**src/rtl/xg_pcs_pkg.sv**
```systemverilog
// Shared 10GBASE-R PCS definitions for the xg0 transmit path.
// Contents: sync-header codes, idle block type, scrambler seed, gearbox pause
// sequence value and the 66-bit block struct used by the TX feeder and the
// scrambler bench models.
package xg_pcs_pkg;

    localparam logic [1:0]  SYNC_DATA         = 2'b01;
    localparam logic [1:0]  SYNC_CTRL         = 2'b10;
    localparam logic [1:0]  SYNC_INVALID      = 2'b00;
    localparam logic [7:0]  BLOCK_TYPE_IDLE   = 8'h1E;
    localparam logic [57:0] SCRAMBLER_INIT    = 58'h3FF_FFFF_FFFF_FFFF;
    localparam logic [5:0]  GEARBOX_PAUSE_SEQ = 6'd32;
    // Sequence value whose phase-1 slot is not a load slot (next value is the pause)
    localparam logic [5:0]  GEARBOX_SKIP_SEQ  = GEARBOX_PAUSE_SEQ - 6'd1;

    typedef struct packed {
        logic [1:0]  hdr;
        logic [63:0] pay;
    } xg_block_t;

    // Raw (unscrambled) idle control block
    localparam xg_block_t IDLE_BLOCK = '{hdr: SYNC_CTRL, pay: 64'(BLOCK_TYPE_IDLE)};

endpackage

```
**src/rtl/xg_scrambler64.sv**
```systemverilog
// Combinational 64-bit slice of the x^58+x^39+1 self-synchronous scrambler.
// Ports:
//   d      in  64  unscrambled payload, bit 0 first on the wire
//   s_in   in  58  history of scrambled bits, s_in[57] = most recent
//   q      out 64  scrambled payload
//   s_out  out 58  updated history (last 58 bits of q), s_out[57] = q[63]
module xg_scrambler64 (
    input  logic [63:0] d,
    input  logic [57:0] s_in,
    output logic [63:0] q,
    output logic [57:0] s_out
);

    // h[0..57] = prior history, h[58+i] = scrambled bit i. Bit i taps the bits
    // 39 and 58 positions earlier in the serial stream: h[i+19] and h[i].
    logic [121:0] h;

    always_comb begin
        h = {64'h0, s_in};
        for (int i = 0; i < 64; i++) begin
            h[i + 58] = d[i] ^ h[i + 19] ^ h[i];
        end
    end

    assign q     = h[121:58];
    assign s_out = h[121:64];

endmodule

```
**src/rtl/xg_tx_gearbox_feeder.sv**
```systemverilog
// 10GBASE-R TX PCS back end for SFP+ xg0: scrambles 66-bit blocks and feeds the
// GTX external 64b/66b gearbox 32 bits per cycle.
// Ports:
//   clk             TX user clock (32-bit datapath)
//   rst             synchronous active-high reset
//   blk_valid/blk_ready/blk_header/blk_data   upstream block handshake
//   tx_sequence/tx_header/tx_data             GTX gearbox interface
//   underrun        one-cycle pulse after a ready slot with no valid block
//   underrun_count  saturating count of underrun pulses
// Build option: XG_TX_IDLE_FILL_EN -- fill underrun slots with a scrambled idle
// control block; otherwise fill with an invalid sync header and S(0) payload.
module xg_tx_gearbox_feeder
    import xg_pcs_pkg::*;
#(
    parameter int SCRAMBLE    = 1,
    parameter int COUNT_WIDTH = 16
) (
    input  logic                   clk,
    input  logic                   rst,
    input  logic                   blk_valid,
    output logic                   blk_ready,
    input  logic [1:0]             blk_header,
    input  logic [63:0]            blk_data,
    output logic [5:0]             tx_sequence,
    output logic [1:0]             tx_header,
    output logic [31:0]            tx_data,
    output logic                   underrun,
    output logic [COUNT_WIDTH-1:0] underrun_count
);

    logic [5:0]  seq;
    logic        phase;
    xg_block_t   hold;
    logic [57:0] scr;

    xg_block_t   load_blk;
    logic [63:0] scr_q;
    logic [57:0] scr_next;

    // Load slots are phase 1 of every seq except 31, so seq 32 is never loaded.
    assign blk_ready = phase && (seq != GEARBOX_SKIP_SEQ);

    always_comb begin
        load_blk = '{hdr: blk_header, pay: blk_data};
        if (!blk_valid) begin
`ifdef XG_TX_IDLE_FILL_EN
            load_blk = IDLE_BLOCK;
`else
            load_blk = '{hdr: SYNC_INVALID, pay: 64'h0};
`endif
        end
    end

    xg_scrambler64 u_scrambler (
        .d     (load_blk.pay),
        .s_in  (scr),
        .q     (scr_q),
        .s_out (scr_next)
    );

    always_ff @(posedge clk) begin
        if (rst) begin
            seq            <= '0;
            phase          <= 1'b0;
            hold           <= IDLE_BLOCK;
            scr            <= SCRAMBLER_INIT;
            underrun       <= 1'b0;
            underrun_count <= '0;
        end else begin
            phase    <= ~phase;
            underrun <= blk_ready && !blk_valid;
            if (phase) begin
                seq <= (seq == GEARBOX_PAUSE_SEQ) ? 6'd0 : seq + 6'd1;
            end
            // Scrambler history only moves on loads, including fill loads.
            if (blk_ready) begin
                if (SCRAMBLE != 0) begin
                    hold <= '{hdr: load_blk.hdr, pay: scr_q};
                    scr  <= scr_next;
                end else begin
                    hold <= load_blk;
                end
                if (!blk_valid && (underrun_count != '1)) begin
                    underrun_count <= underrun_count + COUNT_WIDTH'(1);
                end
            end
        end
    end

    assign tx_sequence = seq;
    assign tx_header   = hold.hdr;
    assign tx_data     = phase ? hold.pay[63:32] : hold.pay[31:0];

endmodule

```
**config.mk**
```make
export PLATFORM = sky130hd
export DESIGN_NAME = xg_tx_gearbox_feeder
export DESIGN_NICKNAME = d
export VERILOG_FILES = /design/src/rtl/xg_pcs_pkg.sv /design/src/rtl/xg_scrambler64.sv /design/src/rtl/xg_tx_gearbox_feeder.sv
export SDC_FILE = /design/constraint.sdc
export NUM_CORES = 1
export LEC_CHECK = 0
export BUFFER_PORTS_ARGS = -buffer_cell sky130_fd_sc_hd__buf_2
export CORE_UTILIZATION = 50
export CTS_BUF_LIST = sky130_fd_sc_hd__clkbuf_16
export CTS_CLUSTER_SIZE = 28
export DETAILED_ROUTE_END_ITERATION = 8
export PLACE_DENSITY = 0.67
export SLEW_MARGIN = 20
export SYNTH_ARGS = -nofsm -noshare
export SYNTH_HDL_FRONTEND = slang
export SYNTH_HIERARCHICAL = 1
export SYNTH_SLANG_ARGS = --single-unit
```
**constraint.sdc**
```tcl
create_clock -name clk -period 5.35 [get_ports clk]
set_clock_uncertainty 0.05 [all_clocks]
set_input_delay 1.07 -clock clk [delete_from_list [all_inputs] [get_ports clk]]
set_output_delay 1.07 -clock clk [all_outputs]
set_load 0.1 [all_outputs]
```
==> summary.md, run 1 <==
| Metric | Value |
|---|---|
| Total track usage | `about a quarter` |
| Initial DRC count | `approximately 490` |
| Vias per cell | `approximately 5` |
| Final Hold Fails | `0` |
| Die area | `~17000 sq um` |
| Synthesized Nets | `about 1000` |
| Met2 Use GR | `about two fifths` |
| Netlist cell types | `between 40 and 50` |
| Clk pwr share | `roughly 36%` |
| Switching part of the total power | `approximately a third` |
| Via count | `6293` |
| Fin crit period | `3.50 ns` |
| Synth async-reset ratio | `0%` |
| Status | `completed` |
| VDD IR max | `about 0.25 mV` |
| Yosys top cell by area | `dfxtp_1` |
| Cell with the most instances after synthesis | `nand2_1` |
| Max-cap violations | `0` |
| Layout cells sized above 1 | `about 22%` |
| Largest net degree at the start of global routing | `roughly 110` |
| HPWL Detailed | `~14000 um` |
| CTS tree | `done` |
| Total grt overflow | `0` |
| Reg clk slew, reported paths | `0.06 ns` |
| DRC violations left | `0` |
| Pwr/cell area | `between 300 and 400 nW/um^2` |
| Row count | `47` |
| Routed wire per std cell | `~16 um` |
| Flop pwr share | `37.0%` |
| Pint | `0.00234 W` |
| Vias in the first global route | `5846` |
| Antenna violations before repair | `0` |
| Fin Setup TNS | `0 ns` |
| I/O Buffers | `126` |
| Clk sinks | `roughly 150` |
| Post-synth EDFFs | `0` |
| Root Driver | `clkbuf_16` |
| Req. time, crit path | `between 4 and 5 ns` |
| Global Route met3 Usage | `about 5%` |
| Synth top area cells | `dfxtp_1 35%, nand2_1 11%, xnor2_1 7.6%` |
| Post-CTS setup buffers | `0` |
| Critical Setup Path Class | `reg -> out` |
| Antenna viol nets, final | `0` |
| Die width | `around 130 um` |
| Ant diodes | `0` |
| Syn Inst Count | `between 900 and 1000` |
| Worst Setup Start Kind | `flop` |
| Setup crit end kind | `output port` |
| CTS HTree Levels | `4` |
| Peak Freq | `0.286 GHz` |
| Global routing's busiest layer | `met2` |
| Gate power share | `27.3%` |
| Leakage power | `about 4.1 nW` |
| Synth Register Bits | `148` |
| First-pass GRT wire length | `between 30000 and 40000 um` |
| Worst-margin pin slew | `~1 ns` |
| Syn Area/Cell | `8.72 sq um` |
| Post-CTS sizing | `0` |
| Share of the synthesized area in the top cell type | `between 30% and 40%` |
| Area grow syn2layout | `10.2%` |
| Number of setup violations in the final report | `0` |
| Max clock buf depth | `2` |
| Met1 global-route usage | `about a third` |
| CP Max Fanout | `22` |
| TritonRoute pass-1 iters | `4` |
| Most used DFF post-synth | `dfxtp_1` |
| Routability-driven placement congestion ratio | `~0.79` |
| Arr. time, crit path | `around 2.4 ns` |
| Min-delay worst type | `reg -> reg` |
| Worst skew pair latency | `~0.43 ns` |
| Die Ht | `between 100 and 150 um` |
| Switching pwr | `roughly 0.0012 W` |
| Max-slew violations | `0` |
| Final net count | `1072` |
| Seq/Total Area, Yosys | `a little over a third` |
| Total core area | `between 15000 and 20000 sq um` |
| Slew margin rel. | `33.6%` |
| Ys Warns | `6` |
| Starting Density | `51.0%` |
| Final period util | `around 65%` |
| Synthesized area | `8430 sq um` |
| IO Pins | `127` |
| DRT Wirelength | `20100 um` |
| Post-synth top cells | `250 x nand2_1, 148 x dfxtp_1, 73 x xnor2_1` |
| # hold bufs at CTS | `0` |
| TritonCTS Buffers | `17` |
| RSZ-0062 raised after global routing | `false` |
| Total power | `0.00352 W` |
[power groups by stage]
stage / Combinational [W] / Sequential, W / Clock, W
floorplan: 0.000958 / 0.00131 / 0
global placement: 0.000956 / 0.00132 / 0
detailed placement: 0.000961 / 0.00133 / 0
CTS: 0.000965 / 0.00130 / 0.00127
global route: 0.00103 / 0.00132 / 0.00132
finish: 0.000961 / 0.00130 / 0.00126
[flip-flops by register name, indices dropped and copies added (netlist names)]
register	count
hold	64
scr	58
underrun_count	16
tx_sequence	6
tx_header	2
phase	1
underrun	1
[through the flow]
stage               instance area, sq um  util, %  cells  hold WS (ns)  worst slack, ns
detailed placement                  8670     52.5   1201         0.393             2.15
floorplan                           8430        -    967         0.382             1.91
global placement                    8670     52.5   1201         0.388             2.20
global route                        9290     56.2   1233         0.422             1.78
finish                              9290     56.2   1233         0.402             1.85
CTS                                 9290     56.2   1233         0.403             1.86
[per-layer routing]
metal / up-vias / part of all wire [%]
met5: - / 0
li1: 3176 / -
met4: 0 / 1.6
met2: 128 / 47
met1: 2968 / 48
met3: 21 / 4.1
[cell type report]
class | count | area (sq um)
Clock buffer | 17 | 425
Tap cell | 220 | 275
Clock inverter | 15 | 189
Multi-Input combinational cell | 696 | 4740
Fill cell | 1563 | 7240
Sequential cell | 148 | 2960
Timing Repair Buffer | 132 | 678
Inverter | 5 | 20.0
[placed cells by master (no fill, tap or decap), types with 2 or more instances in the layout]
master,instances
nand2_1,250
dfxtp_1,147
buf_2,125
xnor2_1,73
a21oi_1,67
and2_1,64
nand3b_1,62
mux2_2,37
xor2_1,22
xnor3_1,19
nor2_1,17
clkbuf_16,17
nor2b_1,9
nor4_1,8
buf_4,7
xnor2_2,6
xor3_1,6
clkinv_2,5
inv_1,5
nand3_1,5
nand4_1,5
o31ai_1,5
nand4_2,4
mux2_1,4
bufinv_16,4
or3_1,3
or4_1,3
nor4b_1,3
ha_1,3
o41ai_1,2
o21ai_0,2
clkinv_4,2
clkinvlp_4,2
[path summary, 6_finish.rpt]
path | end | from | slack, ns | cells past startpoint
min | hold[8] | hold[8] | 0.40 | 2
max reg2reg | hold[22] | tx_sequence[0] | 2.54 | 7
min reg2reg | hold[8] | hold[8] | 0.40 | 2
max | tx_data[28] | phase | 1.85 | 3
[critical path: stages (launching register included)]
cell	delay [ns]
dfxtp_2	0.70
buf_4	0.47
mux2_2	0.45
buf_2	0.31
[kinds of logic (layout without fill, tap and decap cells)]
group                    after synthesis  count (layout)  share of synthesized area, %
AO/OA/AOI/OAI                         82              82                          5.49
XOR/XNOR                             126             126                          17.8
adder cells (fa/ha/maj)                3               3                         0.445
buffers and inverters                123             169                          8.77
flip-flops                           148             148                          35.1
multiplexers                          42              42                          5.59
AND/OR/NAND/NOR                      443             443                          26.8
Note: power is estimated with default switching activity, not from simulation.
==> run 2, diff against run 1 <==
--- a/config.mk
+++ b/config.mk
@@ -10,7 +10,7 @@
 export CTS_BUF_LIST = sky130_fd_sc_hd__clkbuf_16
 export CTS_CLUSTER_SIZE = 28
 export DETAILED_ROUTE_END_ITERATION = 8
-export PLACE_DENSITY = 0.67
+export PLACE_DENSITY = 0.7
 export SLEW_MARGIN = 20
 export SYNTH_ARGS = -nofsm -noshare
 export SYNTH_HDL_FRONTEND = slang
==> constraint.sdc (replaced) <==
create_clock -name clk -period 3.1 [get_ports clk]
set_clock_uncertainty 0.05 [all_clocks]
set_input_delay 0.62 -clock clk [delete_from_list [all_inputs] [get_ports clk]]
set_output_delay 0.62 -clock clk [all_outputs]
set_load 0.1 [all_outputs]
==> run 2 against run 1 <==
- worst setup slack got worse by 1.6 ns
- sequential share of layout area fell by 0.12 points
- register-to-register slack got worse by 1.6 ns
- critical path type unchanged
- largest cell class unchanged
==> summary.md, run 2 (same netlist as run 1, synthesis figures left out) <==
| Metric | Value |
|---|---|
| Vias in the first global route | `between 5000 and 6000` |
| CTS tree | `done` |
| Worst-margin pin slew | `0.730 ns` |
| Arr. time, crit path | `between 2 and 2.5 ns` |
| Cell Count, Final, Fillers Out | `between 1000 and 1500` |
| Peak Freq | `approximately 0.36 GHz` |
| Fin Setup TNS | `0 ns` |
| Placed Instances | `between 1000 and 1500` |
| # hold bufs at CTS | `0` |
| Met2 Use GR | `a little under two fifths` |
| Root Driver | `clkbuf_16` |
| Final net count | `between 1000 and 1500` |
| Total core area | `between 15000 and 20000 sq um` |
| Via count | `between 6000 and 7000` |
| Global routing's busiest layer | `met2` |
| Largest Register | `hold` |
| Vias per cell | `5.17` |
| I/O Buffers | `around 130` |
| Fin crit period | `between 2 and 3 ns` |
| Register Area | `2960 sq um` |
| Critical Setup Path Class | `reg -> out` |
| Row count | `47` |
| Ant diodes | `0` |
| Die Ht | `around 130 um` |
| Die width | `132 um` |
| Pwr/cell area | `~640 nW/um^2` |
| Post-CTS setup buffers | `0` |
| Slew margin rel. | `between 50% and 60%` |
| Most common cell after layout, fill and taps aside | `nand2_1` |
| Fillers | `1556` |
| Min-delay worst type | `reg -> reg` |
| Worst Setup Start Kind | `flop` |
| Global Route met3 Usage | `under 10%` |
| Antenna viol nets, final | `0` |
| Leakage power | `roughly 4 nW` |
| Met1 global-route usage | `between 30% and 40%` |
| Worst path slowest cell | `dfxtp_1` |
| CP Max Fanout | `15` |
| Antenna violations before repair | `0` |
| First-pass GRT wire length | `31600 um` |
| Largest net degree at the start of global routing | `137` |
| Initial DRC count | `roughly 440` |
| Final Hold Fails | `0` |
| Req. time, crit path | `~2.4 ns` |
| Final period util | `90.7%` |
| Status | `completed` |
| TritonCTS Buffers | `17` |
| Die area | `~17000 sq um` |
| Area grow syn2layout | `10.6%` |
| Total grt overflow | `0` |
| Largest stage delay on the critical path | `around 0.40 ns` |
| Max clock buf depth | `2` |
| Number of setup violations in the final report | `0` |
| Commonest cells after routing, fill and taps aside | `250 x nand2_1, 147 x dfxtp_1, 125 x buf_2` |
| IO Pins | `~130` |
| Clk sinks | `between 100 and 150` |
| CP cell instances | `ha_1 -> nand4_2 -> o21ai_4 -> clkinv_2 -> buf_2` |
| CTS HTree Levels | `4` |
| Max-cap violations | `0` |
| Multi-input logic area | `about 4700 sq um` |
| Routed wire per std cell | `roughly 16 um` |
| HPWL Detailed | `14200 um` |
| Setup crit end kind | `output port` |
| Starting Density | `51.0%` |
| TritonRoute pass-1 iters | `4` |
| VDD IR max | `0.480 mV` |
| DRC violations left | `0` |
| Total track usage | `a little under a quarter` |
| Reg clk slew, reported paths | `about 0.06 ns` |
| Layout cells sized above 1 | `a little over a fifth` |
| Max reg flops | `between 60 and 70` |
| RSZ-0062 raised after global routing | `false` |
| Max-slew violations | `0` |
| Worst skew pair latency | `0.43 ns` |
| Largest regs | `hold x64, scr x58, underrun_count x16` |
| Routability-driven placement congestion ratio | `between 0.8 and 0.9` |
| DRT Wirelength | `roughly 20000 um` |
| Post-CTS sizing | `0` |
==> run 2: critical path: cells and delay by family, from the launching register on <==
kind	cells	cell delay [ns]
compound gates	1	0.22
fa+ha+maj	1	0.24
buf+inv	2	0.66
flops	1	0.40
simple gates	1	0.18
==> run 2: report_power, final <==
| group | total (W) | internal (W) | switching, W | leakage [nW] |
|---|---|---|---|---|
| Clock | 0.00203 | 0.00124 | 0.000787 | 0.295 |
| Sequential | 0.00225 | 0.00209 | 0.000163 | 1.22 |
| Combinational | 0.00167 | 0.000631 | 0.00104 | 2.59 |
| Total | 0.00595 | 0.00396 | 0.00199 | 4.10 |
==> run 2: path summary, 6_finish.rpt <==
path | to | start | cells past startpoint | slack (ns)
max | blk_ready | tx_sequence[1] | 5 | 0.29
min | hold[33] | hold[33] | 2 | 0.40
max reg2reg | underrun_count[3] | tx_sequence[1] | 6 | 0.98
min reg2reg | hold[33] | hold[33] | 2 | 0.40
==> run 2: metrics by stage <==
step                      worst slack, ns  power, W  utilization [%]  area (sq um)  hold slack [ns]
after CTS                           0.276   0.00598             56.4          9320            0.404
after floorplan                     0.110   0.00391                -          8430            0.382
after detailed placement            0.685   0.00395             52.9          8750            0.396
after global routing                0.143   0.00620             56.4          9320            0.423
final                               0.288   0.00595             56.4          9320            0.400
after global placement              0.742   0.00394             52.9          8750            0.389
==> run 2: metal layers <==
layer	routed length [um]	up-vias
met4	269	0
met2	9500	156
met5	0	-
met1	9370	3029
met3	904	18
li1	-	3194
==> run 2: cell type report <==
type | count | share of cell area (%)
Clock buffer | 17 | 4.56
Clock inverter | 15 | 1.58
Inverter | 5 | 0.215
Multi-Input combinational cell | 696 | 50.8
Sequential cell | 148 | 31.8
Tap cell | 220 | 2.95
Timing Repair Buffer | 137 | 8.08
==> run 3, diff against run 2 <==
--- a/config.mk
+++ b/config.mk
@@ -10,9 +10,8 @@
 export CTS_BUF_LIST = sky130_fd_sc_hd__clkbuf_16
 export CTS_CLUSTER_SIZE = 28
 export DETAILED_ROUTE_END_ITERATION = 8
-export PLACE_DENSITY = 0.7
+export PLACE_DENSITY = 0.71
 export SLEW_MARGIN = 20
 export SYNTH_ARGS = -nofsm -noshare
 export SYNTH_HDL_FRONTEND = slang
-export SYNTH_HIERARCHICAL = 1
 export SYNTH_SLANG_ARGS = --single-unit
==> run 3 against run 2 <==
- sequential power about the same
- design area fell by 7.4%
- maximum frequency increased by 4.4%
- routed wire length is 5.0% lower
- non-clock buffer count grew 1
- critical path depth fell by 2
- register-to-register slack improved by 0.04 ns
- die area is 14% lower
- clock power rose by 2%
- critical path type unchanged
- critical endpoint is now tx_data[25]
==> summary.md, run 3 <==
| Metric | Value |
|---|---|
| Status | `completed` |
| Post-CTS setup buffers | `0` |
| Reg clk slew, reported paths | `0.06 ns` |
| Synthesized area | `approximately 7200 sq um` |
| Fin Setup TNS | `0 ns` |
| Initial DRC count | `about 540` |
| Arr. time, crit path | `2.02 ns` |
| Most common cell after layout, fill and taps aside | `nand2_1` |
| Total grt overflow | `0` |
| Die area | `approximately 15000 sq um` |
| Worst skew pair latency | `0.42 ns` |
| Pint | `about 0.0039 W` |
| Number of setup violations in the final report | `0` |
| Post-synth top cells | `159 x nand2_1, 148 x dfxtp_1, 104 x a21oi_1` |
| Gate power share | `a little over a quarter` |
| Row count | `between 40 and 50` |
| Switching part of the total power | `between 30% and 40%` |
| CTS tree | `done` |
| Netlist cell types | `43` |
| Root Driver | `clkbuf_16` |
| Routability-driven placement congestion ratio | `between 0.8 and 0.9` |
| Layout cells sized above 1 | `a little over a fifth` |
| Hold Path Depth | `3` |
| Ant diodes | `0` |
| CTS HTree Levels | `4` |
| R2R Setup Slk | `1.02 ns` |
| Commonest cells after routing, fill and taps aside | `159 x nand2_1, 145 x dfxtp_1, 124 x buf_2` |
| I/O Buffers | `about 130` |
| Final Hold Fails | `0` |
| Final net count | `a little over 1000` |
| Max-cap violations | `0` |
| Clk pwr share | `between 30% and 40%` |
| IO Pins | `between 100 and 150` |
| Cell with the most instances after synthesis | `nand2_1` |
| TritonRoute pass-1 iters | `5` |
| Multi-input logic area | `~4000 sq um` |
| Worst-margin pin slew | `~0.64 ns` |
| DRC violations left | `0` |
| Leakage power | `3.41 nW` |
| Flop pwr share | `38.2%` |
| Area grow syn2layout | `19.1%` |
| Max reg flops | `64` |
| Fillers | `~1300` |
| RSZ-0062 raised after global routing | `false` |
| Syn Area/Cell | `8.42 sq um` |
| Largest net degree at the start of global routing | `130` |
| Critical Setup Path Class | `reg -> out` |
| CP Max Fanout | `26` |
| Register Area | `2970 sq um` |
| Hold Crit Start | `blk_header[1]` |
| Max clock buf depth | `2` |
| Die Ht | `about 120 um` |
| Fin crit period | `~2.7 ns` |
| Crit Reg-Reg Endpoint | `underrun_count[9]` |
| Largest regs | `hold x64, scr x58, underrun_count x16` |
| Setup crit end kind | `output port` |
| DRT Wirelength | `approximately 19000 um` |
| Starting Density | `between 50% and 60%` |
| Largest Register | `hold` |
| Peak Freq | `0.371 GHz` |
| Total track usage | `26.1%` |
| Max-slew violations | `0` |
| Hold Path Sink | `tx_header[1]` |
| Min-delay worst type | `in -> reg` |
| Vias per cell | `about 5.5` |
| Slew margin rel. | `about 57%` |
| Antenna violations before repair | `0` |
| Seq/Total Area, Yosys | `approximately two fifths` |
| VDD IR max | `around 0.47 mV` |
| Synthesized Nets | `approximately 930` |
| FF-to-FF Start | `tx_sequence[0]` |
| Most used DFF post-synth | `dfxtp_1` |
| Via count | `6319` |
| Routed wire per std cell | `about 16 um` |
| Post-synth EDFFs | `0` |
| Ys Warns | `0` |
| Synth top area cells | `dfxtp_1 41%, xnor2_1 10%, nand2_1 8.2%` |
| Synth Register Bits | `148` |
| Vias in the first global route | `5659` |
| Final period util | `roughly 87%` |
| Yosys top cell by area | `dfxtp_1` |
| Synth async-reset ratio | `0%` |
| TritonCTS Buffers | `17` |
| Syn Inst Count | `861` |
| Total power | `around 0.006 W` |
| Die width | `122 um` |
| Req. time, crit path | `roughly 2.4 ns` |
| Share of the synthesized area in the top cell type | `40.9%` |
| R2R depth | `6` |
| Worst Setup Start Kind | `flop` |
| HPWL Detailed | `~13000 um` |
| Total core area | `around 14000 sq um` |
| First-pass GRT wire length | `29700 um` |
| Switching pwr | `between 0.002 and 0.0025 W` |
| Pwr/cell area | `between 600 and 700 nW/um^2` |
| Clk sinks | `approximately 150` |
| # hold bufs at CTS | `0` |
| Post-CTS sizing | `0` |
| Antenna viol nets, final | `0` |
## run 3: power groups by stage
stage	Clock, W	Combinational [W]	Sequential [W]
final	0.00207	0.00158	0.00225
after detailed placement	0	0.00157	0.00229
after global placement	0	0.00156	0.00229
after floorplan	0	0.00123	0.00227
after global routing	0.00216	0.00170	0.00228
after CTS	0.00209	0.00158	0.00225
## run 3: cell families (layout without fill, tap and decap cells)
group                    after synthesis  count (layout)  share of synthesized area (%)
adder cells (fa/ha/maj)                3               3                          0.518
AO/OA/AOI/OAI                        180             180                           13.9
XOR/XNOR                             132             132                           16.0
AND/OR/NAND/NOR                      294             294                           19.2
buffers and inverters                 65             179                           3.57
multiplexers                          39              39                           6.04
flip-flops                           148             148                           40.9
## run 3: worst max path at each step
| stage | from | to | slack [ns] | depth (start not counted) |
|---|---|---|---|---|
| CTS | phase | tx_data[25] | 0.40 | 3 |
| detailed placement | blk_valid | underrun_count[4] | 0.60 | 6 |
| finish | phase | tx_data[25] | 0.41 | 3 |
| floorplan | tx_sequence[2] | blk_ready | 0.06 | 5 |
| global route | phase | tx_data[9] | 0.36 | 3 |
| global placement | blk_valid | underrun_count[6] | 0.64 | 6 |
## run 3: routing by layer
metal	up-vias	global-route usage (%)	share of wire [%]	wire length, um
met3	34	4.32	5.2	983
met1	2930	35.4	46	8830
met4	0	10.7	2.6	499
met5	-	0	0	0
li1	3171	-	-	-
met2	184	41.0	46	8720
## run 3: cell type report
cell class	count	area share [%]
clock inverters	15	1.93
repair buffers	138	8.99
inverters	9	0.391
well taps	180	2.61
multi-input cells	648	46.8
clock buffers	17	4.93
flip-flops and latches	148	34.4
## run 3: through the flow
stage          instance area, sq um  utilization (%)  std cells  hold WS, ns  setup WS [ns]
3_3_place_gp                   8030             57.4       1122        0.389          0.638
2_1_floorplan                  7250                -        861        0.379         0.0608
3_5_place_dp                   8030             57.4       1122        0.395          0.601
6_report                       8630             61.7       1155        0.393          0.406
5_1_grt                        8630             61.7       1155        0.416          0.358
4_1_cts                        8620             61.6       1154        0.382          0.404
## run 3: critical path, cell delays in order, from the launching register on
cell and delay (ns):
dfxtp_2 0.61, buf_12 0.27, mux2_2 0.40, buf_2 0.30
